File: src/rtl/car_pkg.sv
// Encodings shared by the vehicle state controller and the manual driving FSM.
// Holds power levels, vehicle states and power-FSM states; no logic, no backpressure.
package car_pkg;

    localparam logic POFF = 1'b0;
    localparam logic PON  = 1'b1;

    localparam logic [1:0] NSTART = 2'b00;
    localparam logic [1:0] START  = 2'b01;
    localparam logic [1:0] MOVING = 2'b10;

    typedef enum logic [1:0] {
        P_OFF      = 2'b00,
        P_ON       = 2'b01,
        P_WAIT_REL = 2'b10
    } pstate_e;

    function automatic logic state_legal(input logic [1:0] s);
        return s != 2'b11;
    endfunction

endpackage

File: src/rtl/btn_sync.sv
// Two-flop synchronizer for a raw button plus a rising-edge pulse on the synced level.
// Level appears 2 cycles after the raw input; rise_o is a single-cycle pulse; no backpressure.
module btn_sync (
    input  logic clk_i,
    input  logic rst_ni,
    input  logic btn_i,
    output logic lvl_o,
    output logic rise_o
);

    logic [2:0] sh_q;

    always_ff @(posedge clk_i or negedge rst_ni) begin
        if (!rst_ni) begin
            sh_q <= 3'b000;
        end else begin
            sh_q <= {sh_q[1:0], btn_i};
        end
    end

    assign lvl_o  = sh_q[1];
    assign rise_o = sh_q[1] & ~sh_q[2];

endmodule

File: src/rtl/vehicle_state_ctrl.sv
// Power/state registers for the manual FSM: long-press power-on, button/idle power-off, mileage.
// Commits next_* one cycle after presentation; buttons add 2 cycles of sync latency; no backpressure.
module vehicle_state_ctrl
    import car_pkg::*;
#(
    parameter int unsigned PRESS_CYCLES = 100_000_000,
    parameter int unsigned IDLE_CYCLES  = 1_000_000_000,
    parameter int unsigned TICK_CYCLES  = 50_000_000,
    parameter int unsigned CNT_W        = 30,
    parameter int unsigned DIST_W       = 16
) (
    input  logic              clk,
    input  logic              rst,
    input  logic              power_on_btn,
    input  logic              power_off_btn,
    input  logic              mode_en,
    input  logic              activity,
    input  logic              next_power,
    input  logic [1:0]        next_state,
    output logic              power,
    output logic [1:0]        state,
    output logic [DIST_W-1:0] mileage,
    output logic              state_err
);

    localparam logic [CNT_W-1:0] PRESS_LAST = CNT_W'(PRESS_CYCLES - 1);
    localparam logic [CNT_W-1:0] IDLE_LAST  = CNT_W'(IDLE_CYCLES - 1);
    localparam logic [CNT_W-1:0] TICK_LAST  = CNT_W'(TICK_CYCLES - 1);

    logic on_lvl, on_rise_unused, off_lvl_unused, off_rise;

    btn_sync u_on_sync (
        .clk_i  (clk),
        .rst_ni (rst),
        .btn_i  (power_on_btn),
        .lvl_o  (on_lvl),
        .rise_o (on_rise_unused)
    );

    btn_sync u_off_sync (
        .clk_i  (clk),
        .rst_ni (rst),
        .btn_i  (power_off_btn),
        .lvl_o  (off_lvl_unused),
        .rise_o (off_rise)
    );

    pstate_e           pstate_q;
    logic              power_q, state_err_q;
    logic [1:0]        state_q;
    logic [CNT_W-1:0]  press_q, idle_q, idle_d, tick_q, tick_d;
    logic [DIST_W-1:0] mileage_q, mileage_d;

    logic exit_on, commit, illegal, state_chg;

    // Exit priority: off button, FSM power-down request, then idle timeout.
    assign exit_on   = (pstate_q == P_ON) &&
                       (off_rise || (mode_en && !next_power) || (idle_q == IDLE_LAST));
    assign commit    = (pstate_q == P_ON) && !exit_on && mode_en;
    assign illegal   = commit && !state_legal(next_state);
    assign state_chg = commit && !illegal && (next_state != state_q);

    always_comb begin
        idle_d = idle_q + CNT_W'(1);
        if (pstate_q != P_ON || exit_on || activity || state_chg || state_q == MOVING) begin
            idle_d = '0;
        end
    end

    always_comb begin
        tick_d    = '0;
        mileage_d = mileage_q;
        if (power_q == PON && state_q == MOVING) begin
            if (tick_q == TICK_LAST) begin
                if (mileage_q != {DIST_W{1'b1}}) begin
                    mileage_d = mileage_q + DIST_W'(1);
                end
            end else begin
                tick_d = tick_q + CNT_W'(1);
            end
        end
    end

    always_ff @(posedge clk or negedge rst) begin
        if (!rst) begin
            idle_q    <= '0;
            tick_q    <= '0;
            mileage_q <= '0;
        end else begin
            idle_q    <= idle_d;
            tick_q    <= tick_d;
            mileage_q <= mileage_d;
        end
    end

    always_ff @(posedge clk or negedge rst) begin
        if (!rst) begin
            pstate_q    <= P_OFF;
            power_q     <= POFF;
            state_q     <= NSTART;
            state_err_q <= 1'b0;
            press_q     <= '0;
        end else begin
            state_err_q <= illegal;
            case (pstate_q)
                P_OFF: begin
                    power_q <= POFF;
                    state_q <= NSTART;
                    if (!on_lvl) begin
                        press_q <= '0;
                    end else if (press_q == PRESS_LAST) begin
                        press_q  <= '0;
                        pstate_q <= P_ON;
                        power_q  <= PON;
                    end else begin
                        press_q <= press_q + CNT_W'(1);
                    end
                end
                P_ON: begin
                    press_q <= '0;
                    if (exit_on) begin
                        pstate_q <= P_WAIT_REL;
                        power_q  <= POFF;
                        state_q  <= NSTART;
                    end else if (commit && !illegal) begin
                        state_q <= next_state;
                    end
                end
                P_WAIT_REL: begin
                    press_q <= '0;
                    power_q <= POFF;
                    state_q <= NSTART;
                    if (!on_lvl) begin
                        pstate_q <= P_OFF;
                    end
                end
                default: begin
                    pstate_q <= P_OFF;
                    power_q  <= POFF;
                    state_q  <= NSTART;
                    press_q  <= '0;
                end
            endcase
        end
    end

    assign power     = power_q;
    assign state     = state_q;
    assign mileage   = mileage_q;
    assign state_err = state_err_q;

endmodule

File: config.mk
export PLATFORM = sky130hd
export DESIGN_NAME = vehicle_state_ctrl
export DESIGN_NICKNAME = d
export VERILOG_FILES = /design/src/rtl/car_pkg.sv /design/src/rtl/btn_sync.sv /design/src/rtl/vehicle_state_ctrl.sv
export SDC_FILE = /design/constraint.sdc
export NUM_CORES = 1
export LEC_CHECK = 0
export ABC_AREA = 1
export CAP_MARGIN = 40
export CORE_ASPECT_RATIO = 1.75
export CORE_MARGIN = 2
export CORE_UTILIZATION = 50
export CTS_CLUSTER_SIZE = 24
export DETAILED_ROUTE_END_ITERATION = 6
export HOLD_SLACK_MARGIN = 0.08
export PLACE_DENSITY = 0.68
export SETUP_SLACK_MARGIN = 0.4
export SLEW_MARGIN = 40
export SYNTH_ARGS = -nofsm -noshare
export SYNTH_HDL_FRONTEND = slang
export SYNTH_SLANG_ARGS = --single-unit
File: constraint.sdc
create_clock -name clk -period 2.01 [get_ports clk]
set_input_delay 0.402 -clock clk [delete_from_list [all_inputs] [get_ports clk]]
set_output_delay 0.402 -clock clk [all_outputs]
set_load 0.005 [all_outputs]
==> results of run 1 <==
## synthesized netlist by cell type, drive strengths merged (2+ instances only)
master  count
a21oi      12
nand4      34
xor2       48
nand3      60
nor3b       6
nor3       56
inv        98
ha          4
nor2      196
nor4        6
a31oi       4
dfrtp     117
o21ai      11
nand2     192
buf         9
nand3b      2
xnor2      15
## what timing repair did
item                                    in CTS  in global routing
buffers inserted                            57                 23
gates cloned                                 3                  0
endpoints found under the setup margin     107                101
endpoints found under the hold margin       22                  0
hold buffers                                 1                  0
gates resized for setup                     90                149
pin swaps                                   22                 36
## cell type report
cell class                      instances  area share
Clock buffer                           21      0.0494
Inverter                               99      0.0399
Tap cell                              171      0.0230
Multi-Input combinational cell        652       0.427
Timing Repair Buffer                  135       0.129
Sequential cell                       117       0.317
Clock inverter                         10      0.0140
## through the flow
| stage | area [sq um] | power, mW | instances | setup WS, ps |
|---|---|---|---|---|
| 3_3_place_gp | 7270 | 2.53 | 1090 | 108 |
| 2_1_floorplan | 6620 | 2.44 | 878 | 366 |
| 3_5_place_dp | 7270 | 2.53 | 1090 | 50.2 |
| 4_1_cts | 8610 | 5.62 | 1182 | 288 |
| 5_1_grt | 9310 | 5.75 | 1205 | 133 |
| 6_report | 9310 | 5.61 | 1205 | 209 |
## worst max-delay path: stages, from the launching register on
cell and delay [ps]:
dfrtp_1 520, nand2_2 140, nor2_4 120, nand4_1 90
nor3_1 160, nand2_1 150, nor2_4 210, nand2_8 140
nand2_1 100, o21ai_2 50
## per-layer routing
| layer | track usage | wire length [um] | vias up |
|---|---|---|---|
| met3 | 0.0507 | 715 | 86 |
| met5 | 0 | 0 | - |
| li1 | - | - | 3117 |
| met4 | 0.146 | 867 | 0 |
| met1 | 0.271 | 6790 | 3133 |
| met2 | 0.520 | 10900 | 186 |
## report_power, final
group	total [mW]	internal (mW)	switching [mW]
Sequential	2.38	2.37	0.0128
Combinational	0.138	0.0514	0.0866
Clock	3.09	1.99	1.09
## state kept, by name (all words and copies together), names as in the netlist
signal and count:
power 1, idle_q 30, state 2, pstate_q 2, state_err 1, mileage 16, press_q 30, tick_q 30
u_off_sync.sh_q 3, u_on_sync.sh_q 2
## final timing paths
| path | startpoint | end | slack, ps |
|---|---|---|---|
| setup / recovery | tick_q[2] | mileage[6] | 210 |
| hold / removal | u_on_sync.sh_q[0] | u_on_sync.sh_q[1] | 350 |
| setup reg to reg | tick_q[2] | mileage[6] | 210 |
| hold reg to reg | u_on_sync.sh_q[0] | u_on_sync.sh_q[1] | 350 |
| max in group asynchronous | rst | mileage[2] | 1010 |
| min in group asynchronous | rst | idle_q[19] | 440 |
## cells by family (layout without fill, tap and decap cells)
kind of cell,after synthesis,count (layout),synth area share
XOR/XNOR,63,63,0.0835
buffers and inverters,109,265,0.0672
AND/OR/NAND/NOR,555,555,0.370
AO/OA/AOI/OAI,30,30,0.0286
adder cells (fa/ha/maj),4,4,0.00757
flip-flops,117,117,0.443
==> results_dict.tcl, run 1 <==
set metrics [dict create \
    outcome "completed" \
    yosysTopAreaCell "dfrtp_1" \
    diodes 0 \
    setup_viol 0 \
    clock_skew_ps 6.89 \
    grtUsageTotal 0.271 \
    hold_viol 0 \
    die_y_um 156 \
    r2r_cells 9 \
    tritoncts "built" \
    grt_setup_unrepaired "yes" \
    ant_nets 0 \
    async_flop_share 1.00 \
    start_kind "flop" \
    cts_buffers 17 \
    fp.dieArea_sq_um 14200 \
    required_ps 2310 \
    min_period_ps 1800 \
    vias 6522 \
    first_global_vias 6526 \
    p_leak_nw 3.91 \
    drcViolationCount 0 \
    syn-instance-count 878 \
    fin_worst_hold_slack_ps 353 \
    h-tree-depth 4 \
    hold_path.class "flop to flop" \
    insertion_delay_ps 420 \
    ys_types 36 \
    final-seq-area_sq_um 2950 \
    period_share 0.896 \
    cts_buffer_depth 2 \
    ys.warnings.count 0 \
    core-area_sq_um 12900 \
    worstSetupPathType "flop to flop" \
    final_cell_mix "172 x nand2_1, 116 x nor2_1, 99 x dfrtp_1" \
    drt-wirelength-per-cell_um 16.0 \
    syn2layout_area_growth_pct 40.9 \
    setup-tns-final_ps 0 \
    fmax_mhz 555 \
    tightest_slew_ps 478 \
    fin_nets 1035 \
    clk_pin_slew_ps 60 \
    avgSynthCellArea_sq_um 7.53 \
    dieWidth_um 90.9 \
    fin_util 0.720 \
    dp_hpwl_mm 12.2 \
    drt_pass1_iterations 5 \
    crit_arrival_ps 2100 \
    ios 29 \
    grt_pass1_wl_mm 30.5 \
    drt_iter0_drc 369 \
    vdd_drop_max_v 0.000583 \
    num_rows 55 \
    cp_max_fo 20 \
    start_util 0.511 \
    final_common_cell "nand2_1" \
    whs_path_depth 0 \
    max-slew-margin-rel 0.680 \
    place_congestion 0.955 \
    synth_edf_count 0 \
    multi_input_area_sq_um 3980 \
    wl_mm 19.3 \
    numPortBuffers 28 \
    fillCellCount 989 \
    ys_top_cells_by_area "dfrtp_1 44%, nand2_1 11%, nor2_1 11%" \
    synth.top_cell.area_share 0.443 \
    drv_slew 0 \
    synth_nets 891 \
    power_density_nw_per_um2 602 \
    drive_above_1_share 0.309 \
    grt-ovfl-total 0 \
    synth-main-ff-cell "dfrtp_1" \
    yosysSeqAreaShare 0.443 \
    critPathCaptureType "flop" \
    drv_cap 0 \
    antenna_found_initial 0 \
    viasPerCell 5.41 \
    netlist_area_sq_um 6610 \
    clockRootBuffer "clkbuf_16" \
    clock-sinks 117 \
    synth-seq-cells 117 \
    grt_start_max_net_pins 37 \
]
Power figures use the tool's default switching activity.
==> run 2, diff against run 1 <==
==> constraint.sdc (replaced) <==
create_clock -name clk -period 2.01 [get_ports clk]
set_input_delay 0.402 -clock clk [delete_from_list [all_inputs] [get_ports clk]]
set_output_delay 0.402 -clock clk [all_outputs]
set_load 0.01 [all_outputs]
==> results_dict.tcl, run 2 (synthesis results as in run 1) <==
set metrics [dict create \
    outcome "completed" \
    ios 29 \
    clock-sinks 117 \
    drive_above_1_share 0.344 \
    dp_hpwl_mm 12.2 \
    crit_arrival_ps 2090 \
    core-area_sq_um 12900 \
    cts_buffer_depth 2 \
    min_period_ps 1740 \
    fin_ws_ps 268 \
    numPortBuffers 28 \
    dieWidth_um 90.9 \
    grt_start_max_net_pins 37 \
    top_regs "idle_q x30, press_q x30, tick_q x30" \
    drt_iter0_drc 428 \
    hold_path.class "input pin to flop" \
    start_util 0.511 \
    final_common_cell "nand2_1" \
    drt-wirelength-per-cell_um 16.5 \
    setup-tns-final_ps 0 \
    start_kind "flop" \
    viasPerCell 5.51 \
    vdd_drop_max_v 0.000599 \
    grt_pass1_wl_mm 30.4 \
    grt_setup_unrepaired "yes" \
    power_density_nw_per_um2 589 \
    h-tree-depth 4 \
    max-slew-margin-rel 0.678 \
    fp.dieArea_sq_um 14200 \
    clock_skew_ps 8.77 \
    critPathCaptureType "flop" \
    clk_pin_slew_ps 60 \
    drcViolationCount 0 \
    cp_max_fo 4 \
    drt_pass1_iterations 5 \
    wl_mm 19.9 \
    die_y_um 156 \
    ant_nets 0 \
    place_ws_ps 50.2 \
    fin_nets 1037 \
    final_cell_mix "151 x nand2_1, 111 x nor2_1, 98 x dfrtp_1" \
    tritoncts "built" \
    antenna_found_initial 0 \
    num_rows 55 \
    insertion_delay_ps 420 \
    drv_cap 0 \
    tightest_slew_ps 480 \
    cts_buffers 17 \
    place_congestion 0.955 \
    drv_slew 0 \
    vias 6647 \
    hold_viol 0 \
    first_global_vias 6552 \
    grt-ovfl-total 0 \
    grtUsageTotal 0.271 \
    p_leak_nw 3.95 \
    worstSetupPathType "flop to flop" \
    period_share 0.867 \
    syn2layout_area_growth_pct 44.3 \
    setup_viol 0 \
    fillCellCount 940 \
    diodes 0 \
    required_ps 2360 \
    fmax_mhz 574 \
    clockRootBuffer "clkbuf_16" \
]
==> run 2: changes by cell type in the layout (fill, tap and decap cells not counted), moves of 5 or more <==
cell     delta
buf_4       -6
nand2_1    -21
nand2_2    +18
nor2_1      -5
nor2_2      +8
==> run 2: area by class of cell <==
| class | instances | area (sq um) | area share |
|---|---|---|---|
| Inverter | 99 | 372 | 0.0390 |
| Tap cell | 171 | 214 | 0.0224 |
| Clock buffer | 21 | 460 | 0.0483 |
| Clock inverter | 10 | 130 | 0.0137 |
| Sequential cell | 117 | 2950 | 0.310 |
| Timing Repair Buffer | 134 | 1230 | 0.129 |
| Multi-Input combinational cell | 655 | 4170 | 0.438 |
==> run 2: worst paths after layout <==
check / cells past startpoint / to / start / slack (ps)
max: 8 / press_q[28] / press_q[0] / 270
max in group asynchronous: 3 / press_q[18] / rst / 1020
max reg2reg: 8 / press_q[28] / press_q[0] / 270
min reg2reg: 0 / u_on_sync.sh_q[1] / u_on_sync.sh_q[0] / 350
min: 4 / state[1] / mode_en / 350
min in group asynchronous: 2 / idle_q[19] / rst / 430
==> run 2: per-layer routing <==
metal | global-route usage | part of all wire
met1 | 0.271 | 0.35
met2 | 0.519 | 0.56
met3 | 0.0464 | 0.037
met4 | 0.154 | 0.055
met5 | 0 | 0
==> run 2: repair_timing <==
item	4_1_cts	5_1_grt
hold endpoints to repair	22	0
hold buffers	1	0
pin swaps	39	53
buffers inserted	54	25
gates cloned	6	0
endpoints found under the setup margin	107	104
gates resized for setup	124	163
==> run 2: metrics by stage <==
stage               utilization  instance area, sq um  std cells  hold slack (ps)  power (mW)
floorplan                     -                  6620        878              106        2.44
CTS                       0.679                  8790       1182              355        5.62
global route              0.737                  9530       1207              355        5.76
global placement          0.562                  7270       1090              335        2.53
finish                    0.737                  9530       1207              351        5.62
detailed placement        0.562                  7270       1090              340        2.53
==> run 2: worst max-delay path, cell delays in order (launching register included) <==
cell     delay [ps]
dfrtp_2         430
ha_4            170
nand3_4         120
buf_4           160
nor4_2          390
nand4_1         160
nand2_1          90
nand2_1          50
nor2_1          110
==> run 2: report_power, final <==
group	internal (mW)	leakage [nW]	switching, mW	total, mW
combinational	0.0499	2.07	0.0836	0.134
clock	1.99	0.288	1.11	3.10
sequential	2.37	1.59	0.0127	2.38
total	4.41	3.95	1.20	5.62
==> RTL change: new RTL, config.mk and constraints of run 1 <==
Make the reset (`rst` and `rst_ni`) synchronous in 3 clocked blocks.
--- a/src/rtl/btn_sync.sv
+++ b/src/rtl/btn_sync.sv
@@ -10,7 +10,7 @@
 
     logic [2:0] sh_q;
 
-    always_ff @(posedge clk_i or negedge rst_ni) begin
+    always_ff @(posedge clk_i) begin
         if (!rst_ni) begin
             sh_q <= 3'b000;
         end else begin
--- a/src/rtl/vehicle_state_ctrl.sv
+++ b/src/rtl/vehicle_state_ctrl.sv
@@ -81,7 +81,7 @@
         end
     end
 
-    always_ff @(posedge clk or negedge rst) begin
+    always_ff @(posedge clk) begin
         if (!rst) begin
             idle_q    <= '0;
             tick_q    <= '0;
@@ -93,7 +93,7 @@
         end
     end
 
-    always_ff @(posedge clk or negedge rst) begin
+    always_ff @(posedge clk) begin
         if (!rst) begin
             pstate_q    <= P_OFF;
             power_q     <= POFF;
Check against the original RTL: same outputs for any inputs over 10 cycles, from zero or initial values and one cycle with rst low; that may be too few to reach the edited logic, so the function may still have changed.
==> RTL change against run 1 <==
Non-clock buffer count down 42. Wire length down 1.2%. Critical path depth up 4. Sequential cell count unchanged. Core utilization down 4.0 points. Synthesized area up 5.3%. Power up 0.99%. Worst setup slack better by 0.083 ns. Design area up 0.54%. Critical path type unchanged. Critical endpoint is now press_q[2]. Highest routed layer unchanged.
==> RTL change: results (changes against run 1) <==
Outcome
  – Status: completed

Timing
  – Slew margin rel.: 77.3% (+9.3 points)
  – Max Transition Viols Final: 0 (unchanged)
  – Clock Skew: 0.0124 ns (+0.00547 ns)

GRT
  – Vias in the first global route: 6708 (+2.8%)
  – Global-route wire length before repair: 30200 um (-0.90%)
  – Largest net degree at the start of global routing: 17 (-54%)
  – Initial antenna violation count: 0 (unchanged)
  – GRT Total Usage: 25.5% (-1.5 points)

Yosys
  – Top_reg_cell synth: dfxtp_1
  – Synth Area in Compound Gates: 4.57% (+1.7 points)
  – Syn_nets: 1016 (+14%)
  – Xor and xnor area share after synthesis: 6.40% (-1.9 points)
  – Post-synthesis async set-or-reset flop share: 0% (-100 points)
  – Adder-cell share of the synthesized area: 0.720% (-0.038 points)
  – Synth cell count leaders: nand2_1, nor2_1, dfxtp_1
  – Synth Warn #: 0 (unchanged)
  – Synth unique cells: 42 (+17%)
  – Most common cell in the netlist: nand2_1
  – Multiplexer share of the synthesized area: 0% (unchanged)
  – Sequential-to-total area share from yosys stat: 33.7% (-11 points)
  – Top post-synthesis cells by area: dfxtp_1, nand2_1, nor2_1
  – Cell taking the most area after synthesis: dfxtp_1

Cells and area
  – Largest regs: idle_q x30, press_q x30, tick_q x30
  – Filler cells: 1127 (+14%)
  – Ant diodes: 0 (unchanged)
  – Share of cells above drive strength 1: 32.9% (+2.0 points)
  – # nets final: 1114 (+7.6%)

Critical path
  – CP Max Fanout: 8 (-60%)
  – Slowest CP cell: dfxtp_2
  – Delay of the slowest cell on the worst path: 0.35 ns (-0.17 ns)
  – Top delay family on crit path: simple AND/OR/NAND/NOR gates
  – CP arrival: 2.02 ns (-0.08 ns)

Drt
  – Vias after detailed routing: 6748 (+3.5%)
  – 1st-iter DRT viols: 299 (-19%)
  – Detailed Routing Iterations Pass 1: 5 (unchanged)
  – Routed wire length: 19100 um (-1.2%)
  – DRC viols: 0 (unchanged)

Place
  – Post-placement setup slack: -0.0922 ns (-0.142 ns)
  – GPL Wtd Cong: 0.955 (about the same)
  – DP HPWL: 13200 um (+7.8%)
  – PortBufs: 28 (unchanged)

Clocking
  – Htree depth: 4 (unchanged)
  – CTS Root Cell: clkbuf_16
  – Clock-pin slew on the worst setup and hold paths: ~0.05 ns
  – Clk_lat worst skew: 0.42 ns (about the same)
  – Clock Tree Buf Depth: 2 (unchanged)
  – Post-CTS Resized: 94 (+4.4%)
  – Setup Buffers After CTS: 20 (-65%)
  – Num CTS Buffers: 17 (unchanged)

Power
  – Leak: 3.36 nW (-14%)
  – Maximum vdd drop: 418 uV (-28%)

Worst hold path
  – Hold Path Class: flop to flop
-- RTL change: cell count changes in the layout (fill, tap and decap cells not counted), sizes merged, moves of 6 or more --
cell / change
nor3: -14
nand4: -7
a21oi: +39
inv: +33
buf: -45
nand2: +66
or2: +11
dfxtp: +117
dfrtp: -117
xor2: -15
nand3: +16
nand3b: +6
-- RTL change: where the power goes --
group,internal (mW),switching [mW]
sequential,2.31,0.00618
combinational,0.0601,0.0642
clock,2.16,1.07
-- RTL change: metal layers --
layer	track usage (%)	up-vias	wire [um]
met5	0	-	0
met4	17.5	0	1040
met3	4.06	80	460
met2	47.9	149	10700
met1	24.7	3154	6840
li1	-	3365	-
-- RTL change: final cells by class --
class | count | share of cell area, %
repair buffers | 93 | 10.3
clock inverters | 9 | 1.60
clock buffers | 22 | 5.07
well taps | 177 | 2.37
multi-input cells | 741 | 49.2
flip-flops and latches | 117 | 26.2
inverters | 131 | 5.25
-- RTL change: through the flow --
| step | total power, mW | std cells | instance area [um^2] | hold slack, ns |
|---|---|---|---|---|
| detailed placement | 2.48 | 1219 | 7590 | 0.401 |
| CTS | 5.70 | 1274 | 8670 | 0.409 |
| global placement | 2.48 | 1219 | 7590 | 0.402 |
| global route | 5.81 | 1290 | 9360 | 0.446 |
| floorplan | 2.43 | 1003 | 6970 | 0.390 |
| finish | 5.66 | 1290 | 9360 | 0.414 |
-- RTL change: path summary, 6_finish.rpt --
path	from	end	slack, ns	cells past startpoint
worst max register to register	press_q[0]	press_q[2]	0.29	13
worst min-delay path	u_off_sync.sh_q[0]	u_off_sync.sh_q[1]	0.41	2
worst min register to register	u_off_sync.sh_q[0]	u_off_sync.sh_q[1]	0.41	2
worst max-delay path	press_q[0]	press_q[2]	0.29	13
